$ cat config.mk
export PLATFORM = sky130hd
export DESIGN_NAME = mips_irq_ctrl
export DESIGN_NICKNAME = d
export VERILOG_FILES = /design/src/rtl/irq_pkg.sv /design/src/rtl/irq_prio_enc.sv /design/src/rtl/mips_irq_ctrl.sv
export SDC_FILE = /design/constraint.sdc
export NUM_CORES = 1
export LEC_CHECK = 0
export ABC_AREA = 1
export CAP_MARGIN = 25
export CORE_UTILIZATION = 39
export DETAILED_ROUTE_END_ITERATION = 16
export PLACE_DENSITY = 0.74
export SETUP_SLACK_MARGIN = 0.02
export SYNTH_ARGS = -nofsm -noshare
export SYNTH_HDL_FRONTEND = slang
export SYNTH_SLANG_ARGS = --single-unit
$ cat constraint.sdc
create_clock -name clk -period 1.1 [get_ports clk]
set_input_delay 0.11 -clock clk [delete_from_list [all_inputs] [get_ports clk]]
set_output_delay 0.11 -clock clk [all_outputs]
set_load 0.01 [all_outputs]
$ cat src/rtl/irq_pkg.sv
// Shared definitions for the MIPS interrupt controller: register word offsets
// and the arbitration FSM state encoding.
package irq_pkg;

  localparam logic [31:0] REG_MASK   = 32'd0;
  localparam logic [31:0] REG_MODE   = 32'd1;
  localparam logic [31:0] REG_PEND   = 32'd2;
  localparam logic [31:0] REG_STATUS = 32'd3;

  typedef enum logic [0:0] {
    ST_IDLE    = 1'b0,
    ST_SERVICE = 1'b1
  } irq_state_e;

endpackage

$ cat src/rtl/irq_prio_enc.sv
// Combinational lowest-index-first priority encoder: returns whether any
// request is set and the index of the lowest set request.
module irq_prio_enc #(
  parameter int N     = 8,
  parameter int IDX_W = 3
) (
  input  logic [N-1:0]     req,
  output logic             any,
  output logic [IDX_W-1:0] idx
);

  // Scan downward so the lowest set index is the last one written
  always_comb begin
    any = |req;
    idx = '0;
    for (int i = N - 1; i >= 0; i--) begin
      if (req[i]) begin
        idx = IDX_W'(i);
      end else begin
        idx = idx;
      end
    end
  end

endmodule

$ cat src/rtl/mips_irq_ctrl.sv
// Interrupt controller between N_SRC peripheral lines and the MIPS INT bus.
// Define IRQ_SYNC_EN to add a 2-flop synchroniser on every irq_src bit.
module mips_irq_ctrl
  import irq_pkg::*;
#(
  parameter int  N_SRC  = 8,
  parameter int  OUT_W  = 5,
  parameter int  ADDR_W = 3,
  localparam int ID_W   = (N_SRC > 1) ? $clog2(N_SRC) : 1
) (
  input  logic              clk,
  input  logic              rst,
  input  logic [N_SRC-1:0]  irq_src,
  input  logic              bus_we,
  input  logic [ADDR_W-1:0] bus_addr,
  input  logic [31:0]       bus_wd,
  output logic [31:0]       bus_rd,
  output logic [OUT_W-1:0]  int_out,
  output logic              irq_valid,
  output logic [ID_W-1:0]   irq_id,
  input  logic              irq_ack
);

  logic [N_SRC-1:0] src_s;
  logic [N_SRC-1:0] hist_r;
  logic [N_SRC-1:0] mask_r;
  logic [N_SRC-1:0] mode_r;
  logic [N_SRC-1:0] pend_r;
  logic [N_SRC-1:0] pend_nxt_s;
  logic [N_SRC-1:0] req_s;
  logic [N_SRC-1:0] w1c_s;
  logic [N_SRC-1:0] ack_vec_s;
  logic [OUT_W-1:0] int_out_r;
  logic [OUT_W-1:0] int_nxt_s;
  logic [31:0]      addr_s;
  logic [31:0]      rd_s;
  logic             wr_mask_s;
  logic             wr_mode_s;
  logic             wr_pend_s;
  logic             unused_wd_s;
  logic             enc_any_s;
  logic [ID_W-1:0]  enc_idx_s;
  logic             ack_fire_s;
  irq_state_e       state_r;
  irq_state_e       state_nxt_s;
  logic [ID_W-1:0]  irq_id_r;
  logic [ID_W-1:0]  id_nxt_s;
  logic             irq_valid_r;
  logic             valid_nxt_s;

`ifdef IRQ_SYNC_EN
  logic [N_SRC-1:0] sync1_r;
  logic [N_SRC-1:0] sync2_r;

  // Two-flop synchroniser for asynchronous peripheral lines
  always_ff @(posedge clk or negedge rst) begin
    if (!rst) begin
      sync1_r <= '0;
      sync2_r <= '0;
    end else begin
      sync1_r <= irq_src;
      sync2_r <= sync1_r;
    end
  end

  assign src_s = sync2_r;
`else
  assign src_s = irq_src;
`endif

  assign addr_s      = 32'(bus_addr);
  assign wr_mask_s   = bus_we & (addr_s == REG_MASK);
  assign wr_mode_s   = bus_we & (addr_s == REG_MODE);
  assign wr_pend_s   = bus_we & (addr_s == REG_PEND);
  assign unused_wd_s = ^(bus_wd >> N_SRC);
  assign req_s       = pend_r & mask_r;
  assign ack_fire_s  = (state_r == ST_SERVICE) & irq_ack;

  // Pending update: edge sources set on rising edge, set beats W1C/ack; level sources follow the line
  always_comb begin
    w1c_s      = '0;
    ack_vec_s  = '0;
    pend_nxt_s = '0;
    for (int i = 0; i < N_SRC; i++) begin
      w1c_s[i]     = wr_pend_s & bus_wd[i];
      ack_vec_s[i] = ack_fire_s & (irq_id_r == ID_W'(i));
      if (mode_r[i]) begin
        pend_nxt_s[i] = (src_s[i] & ~hist_r[i]) | (pend_r[i] & ~(w1c_s[i] | ack_vec_s[i]));
      end else begin
        pend_nxt_s[i] = src_s[i];
      end
    end
  end

  // Fold requests onto the narrower core INT bus, source i onto line i % OUT_W
  always_comb begin
    int_nxt_s = '0;
    for (int k = 0; k < OUT_W; k++) begin
      for (int i = 0; i < N_SRC; i++) begin
        int_nxt_s[k] = int_nxt_s[k] | (req_s[i] & ((i % OUT_W) == k));
      end
    end
  end

  // Software-visible registers, edge history and the registered INT lines
  always_ff @(posedge clk or negedge rst) begin
    if (!rst) begin
      mask_r    <= '0;
      mode_r    <= '0;
      pend_r    <= '0;
      hist_r    <= '0;
      int_out_r <= '0;
    end else begin
      if (wr_mask_s) begin
        mask_r <= bus_wd[N_SRC-1:0];
      end else begin
        mask_r <= mask_r;
      end
      if (wr_mode_s) begin
        mode_r <= bus_wd[N_SRC-1:0];
      end else begin
        mode_r <= mode_r;
      end
      pend_r    <= pend_nxt_s;
      hist_r    <= src_s;
      int_out_r <= int_nxt_s;
    end
  end

  irq_prio_enc #(
    .N     (N_SRC),
    .IDX_W (ID_W)
  ) u_prio_enc (
    .req (req_s),
    .any (enc_any_s),
    .idx (enc_idx_s)
  );

  // FSM state register together with the registered in-service outputs
  always_ff @(posedge clk or negedge rst) begin
    if (!rst) begin
      state_r     <= ST_IDLE;
      irq_id_r    <= '0;
      irq_valid_r <= 1'b0;
    end else begin
      state_r     <= state_nxt_s;
      irq_id_r    <= id_nxt_s;
      irq_valid_r <= valid_nxt_s;
    end
  end

  // FSM next state: no preemption while in service, only ack returns to IDLE
  always_comb begin
    state_nxt_s = state_r;
    case (state_r)
      ST_IDLE: begin
        if (enc_any_s) begin
          state_nxt_s = ST_SERVICE;
        end else begin
          state_nxt_s = ST_IDLE;
        end
      end
      ST_SERVICE: begin
        if (irq_ack) begin
          state_nxt_s = ST_IDLE;
        end else begin
          state_nxt_s = ST_SERVICE;
        end
      end
      default: state_nxt_s = ST_IDLE;
    endcase
  end

  // FSM outputs: latch the winner on entry, hold irq_id frozen while in service
  always_comb begin
    id_nxt_s    = irq_id_r;
    valid_nxt_s = irq_valid_r;
    case (state_r)
      ST_IDLE: begin
        if (enc_any_s) begin
          id_nxt_s    = enc_idx_s;
          valid_nxt_s = 1'b1;
        end else begin
          valid_nxt_s = 1'b0;
        end
      end
      ST_SERVICE: begin
        if (irq_ack) begin
          valid_nxt_s = 1'b0;
        end else begin
          valid_nxt_s = 1'b1;
        end
      end
      default: begin
        id_nxt_s    = '0;
        valid_nxt_s = 1'b0;
      end
    endcase
  end

  // Register read mux; unused offsets read zero
  always_comb begin
    rd_s = '0;
    case (addr_s)
      REG_MASK: rd_s[N_SRC-1:0] = mask_r;
      REG_MODE: rd_s[N_SRC-1:0] = mode_r;
      REG_PEND: rd_s[N_SRC-1:0] = pend_r;
      REG_STATUS: begin
        rd_s[ID_W-1:0] = irq_id_r;
        rd_s[ID_W]     = irq_valid_r;
      end
      default: rd_s = '0;
    endcase
  end

  assign bus_rd    = rd_s;
  assign int_out   = int_out_r;
  assign irq_valid = irq_valid_r;
  assign irq_id    = irq_id_r;

endmodule

### Word-level counts from Yosys, hierarchy flattened

Cells that the tools add are included.

| operators by class | value |
|---|---|
| eq/ne operators | 10 |
| multiplexer cells | 21 |
| bitwise logic cells | 73 |
| reduce and logical (&&, ||, !) cells | 4 |

Operator list:

| operator | number |
|---|---|
| 1-bit bitwise AND | 36 |
| 32-bit zero test | 1 |
| 3-bit 2-to-1 mux | 8 |
| 1-bit OR | 19 |
| 1-bit inverter | 17 |
| 4-bit case mux with 4 select lines | 1 |
| 3-bit by 2-bit == test with 1-bit output (second input constant) | 4 |
| 3-bit == test (second input constant) | 4 |
| 4-bit case mux with 3 select lines | 1 |
| 1-bit 2-to-1 mux | 10 |
| 8-bit bitwise AND | 1 |
| 8-bit OR reduction | 1 |
| 3-bit by 1-bit == test with 1-bit output (second input constant) | 2 |
| 3-bit zero test | 1 |
| 1-bit case mux with 2 select lines | 1 |
| 2-bit AND reduction | 1 |

| word-level totals | value |
|---|---|
| register bits | 41 |
| bits of input ports | 47 |
| output and inout port bits | 41 |
| logic and storage cells | 115 |

### Longest topological paths before layout

| logic depth | value |
|---|---|
| word-level depth | 9 |
| mapped depth | 10 |
| depth with buffers taken out | 10 |

### Modules after synthesis

Synthesis repeated with hierarchy kept, for this count alone.

| unflattened totals | value |
|---|---|
| cells, all modules | 293 |
| area, all modules | 2262.2 µm² |

By module, submodules not included:

| module | instances | cells each | area each (µm²) | seq. area each (µm²) |
|---|---|---|---|---|
| mips_irq_ctrl | 1 | 271 | 2163.3 | 1026.0 |
| irq_prio_enc | 1 | 22 | 98.8 | 0.0 |

### Worst setup path before layout

Ideal clock, no wire load.

| timing | value |
|---|---|
| path kind | flip-flop to flip-flop |
| start point | register mask_r[1] |
| end point | register irq_id_r[1] (netlist: irq_id[1]) |
| library setup time | 0.118 ns |
| data arrival time | 0.941 ns |
| required time | 0.982 ns |
| slack | 0.041 ns |
| stages on the path, launching flop included | 8 |
| buffers on the path | 0 |
| clock period less this slack | 1.059 ns |
| cell sequence | dfrtp_1 -> nand2_1 -> nand2_1 -> nor2_1 -> nand2_1 -> nand2_2 -> nand3b_1 -> nand2_1 |

| between the ends | value |
|---|---|
| longest elaborated chain between the ends | 3 |
| elaborated cells on any way between the ends | 5 |
| those cells by class | 2 x mux; 1 x bitwise; 2 x reduce/logical |

RTL lines:

| what | RTL line | text |
|---|---|---|
| start: declaration | mips_irq_ctrl.sv:26 | `logic [N_SRC-1:0] mask_r;` |
| start signal: assignment | mips_irq_ctrl.sv:115 | `mask_r <= bus_wd[N_SRC-1:0];` |
| start signal: assignment | mips_irq_ctrl.sv:117 | `mask_r <= mask_r;` |
| 8-bit bitwise AND * | mips_irq_ctrl.sv:76 | `assign req_s = pend_r & mask_r;` |
| 8-bit OR reduction or 3-bit 2-to-1 mux (tied branches) | irq_prio_enc.sv:14, irq_prio_enc.sv:17 |  |
| 2-bit AND reduction (no source line) or 3-bit 2-to-1 mux (tied branches) | -- |  |
| end signal: assignment | mips_irq_ctrl.sv:147 | `irq_id_r <= id_nxt_s;` |
| end: declaration | mips_irq_ctrl.sv:46 | `logic [ID_W-1:0] irq_id_r;` |

Mark *: on every way between the ends. The rest lies on a longest branch, timed or not.
A chain may end at the register's enable or synchronous reset.

### Worst setup path after layout

| timing | value |
|---|---|
| start point | register pend_r[6] |
| end point | output bus_rd[6] |

| between the ends | value |
|---|---|
| longest elaborated chain between the ends | 1 |

RTL lines:

| what | RTL line | text |
|---|---|---|
| start: declaration | mips_irq_ctrl.sv:28 | `logic [N_SRC-1:0] pend_r;` |
| start signal: assignment | mips_irq_ctrl.sv:124 | `pend_r <= pend_nxt_s;` |
| 4-bit case mux with 3 select lines | mips_irq_ctrl.sv:204 | `case (addr_s)` |
| end: declaration | mips_irq_ctrl.sv:17 | `output logic [31:0] bus_rd,` |

Every way passes these cells.

==> qor.yml <==
sta:
  clock_skew_ns: 0.00590
  finalHoldViolations: 0
  min_period_ns: 1.22
  rsz0062_at_grt: "true"
  setup_slack_ns: -0.120
  clock.fmax_mhz: 820
  period_share_pct: 111
  final_max_slew_viol_count: 0
  setup-violations-final: 8
  setup_tns_ns: -0.667
die:
  rows: 26
  start_util_pct: 41.0
  die_x_um: 75.8
  core_sq_um: 5170
  die-area_sq_um: 5740
  die_h_um: 75.8
  ios: 88
power_and_ir_drop:
  vdd_drop_max_v: 0.000769
  p_leak_nw: 1.62
  power_density_nw_per_um2: 1670
  totalPowerFinal_mw: 5.12
clock_network:
  cts.clk_slew.worst_paths_ns: 0.08
  cts_tree: "built"
  cts.path.max_buffers: 2
  cts_num_sinks: 41
  htree_levels: 2
  root_buffer: "clkbuf_8"
  cts_buffers: 5
  clk_latency_ns: 0.29
place:
  place.gp.congestion: 0.833
  dp_cells: 398
  dp_hpwl_um: 3590
  io_buffers: 39
  dp_slack_ns: -0.796
outcome:
  status: "finished, violations left"
  failed_checks: "negative setup slack"
yosys:
  synthesis.instances: 256
  netlist_area_sq_um: 2120
  yosys-top-cells-area: "dfrtp_1, nand2_1, buf_4, o21ai_2, inv_1"
  synth_top_area_share_pct: 48.3
  synth-seq-cells: 41
  synth-seq-area-share_pct: 48.3
  ys_types: 20
  synth_area_leader_cell: "dfrtp_1"
  yosys_warnings: 0
  avgSynthCellArea_sq_um: 8.29
worst_setup_path:
  worstSetupPathType: "reg -> out"
  endpoint_kind: "primary output"
  critPathArrivalTime_ns: 1.11
  critPathLaunchType: "flop"
  cp.buffers_inverters: 2
  crit_chain: "buf_4, nand2_1, nand3_1, buf_2"
  crit_family: "flip-flops"
  crit_path_max_incr_delay_ns: 0.41
  cp_slowest_cell: "dfrtp_1"
  required_ns: 0.99
  cp_max_fo: 3
drt:
  finalWirelength_um: 5290
  wl_per_cell_um: 12.5
  viasPerCell: 4.48
  drtIter0Drc: 80
  vias: 1894
  dr.pass1.iters: 4
  drcViolationCount: 0
  postRouteAntennaNets: 0
job:
  max-cap-violations: 0
global_route:
  grt_max_degree: 42
  overflow: 0
  grt_pass1_wl_um: 8350
  antenna_found_initial: 0
  grt_pass1_vias: 1767
  track_usage_pct: 20.5
hold_path:
  worstHoldPathType: "in -> reg"
finish:
  final_cell_mix: "nand2_1, dfrtp_1, buf_4"
  post-route-util_pct: 59.3
  final_common_cell: "nand2_1"
  drive_above_1_share_pct: 37.7
  nFillCells: 443
  num-nets-final: 399
  seq_area_sq_um: 1030
  diodes: 0
  multi_input_area_sq_um: 988
  area_growth_pct: 44.4
  fin_cells: 423
## logic make-up after synthesis
group | Yosys count | share of synthesized area (%)
other | 1 | 0.177
flip-flops | 41 | 48.3
AND/OR/NAND/NOR | 140 | 28.0
AO/OA/AOI/OAI | 24 | 9.49
buffers and inverters | 50 | 14.0
## worst paths after layout
kind | slack, ns | cells past startpoint | start | endpoint
worst max register to register | -0.06 | 7 | pend_r[7] | irq_id[1]
worst min register to register | 0.49 | 3 | hist_r[1] | pend_r[1]
worst min-delay path | 0.27 | 1 | irq_src[3] | hist_r[3]
min in group asynchronous | 0.32 | 3 | rst | pend_r[2]
worst max-delay path | -0.12 | 4 | pend_r[6] | bus_rd[6]
max in group asynchronous | 0.58 | 3 | rst | pend_r[4]
## cell type report
type / count / area share [%]
inverters: 24 / 3.10
repair inverters: 1 / 0.245
flip-flops and latches: 41 / 33.5
multi-input cells: 188 / 32.2
repair buffers: 91 / 25.5
clock buffers: 8 / 2.61
well taps: 70 / 2.86
## cell usage after synthesis
cell       count
a31o_2         1
buf_4         24
buf_6          2
conb_1         1
dfrtp_1       41
inv_1         22
inv_4          2
nand2_1      108
nand2_2        6
nand2_4        2
nand3_1        4
nand3b_1       1
nand4_1        8
nor2_1         9
nor2_2         1
nor2_4         1
o2111ai_1      4
o21a_1         1
o21ai_0        2
o21ai_2       16
## stage by stage
stage	cell area (sq um)	hold slack (ns)
floorplan	2210	-0.186
global placement	2760	0.0991
detailed placement	2760	0.104
CTS	2930	0.273
global route	3070	0.269
finish	3070	0.274
## metal layers
layer  global-route usage (%)  share of wire, %  vias up
met2                     32.7                49       71
li1                         -                 -      949
met4                     8.23               1.5        0
met1                     27.1                44      867
met3                     4.23               5.9        7
met5                        0                 0        -
## flip-flops by register name, indices dropped and copies added, names as in the netlist
register,flops
int_out,5
irq_valid,1
mask_r,8
pend_r,8
hist_r,8
mode_r,8
irq_id,3
## power breakdown
group	switching, mW	internal [mW]
registers	0.198	1.78
logic	1.04	1.13
clock network	0.514	0.451
## what timing repair did
item	4_1_cts	5_1_grt
gates resized for setup	88	27
endpoints found under the hold margin	41	0
pin swaps	32	28
gates cloned	1	0
setup endpoints to repair	44	32
hold buffers	1	0
buffers inserted	8	7
Note: power is estimated with default switching activity, not from simulation.
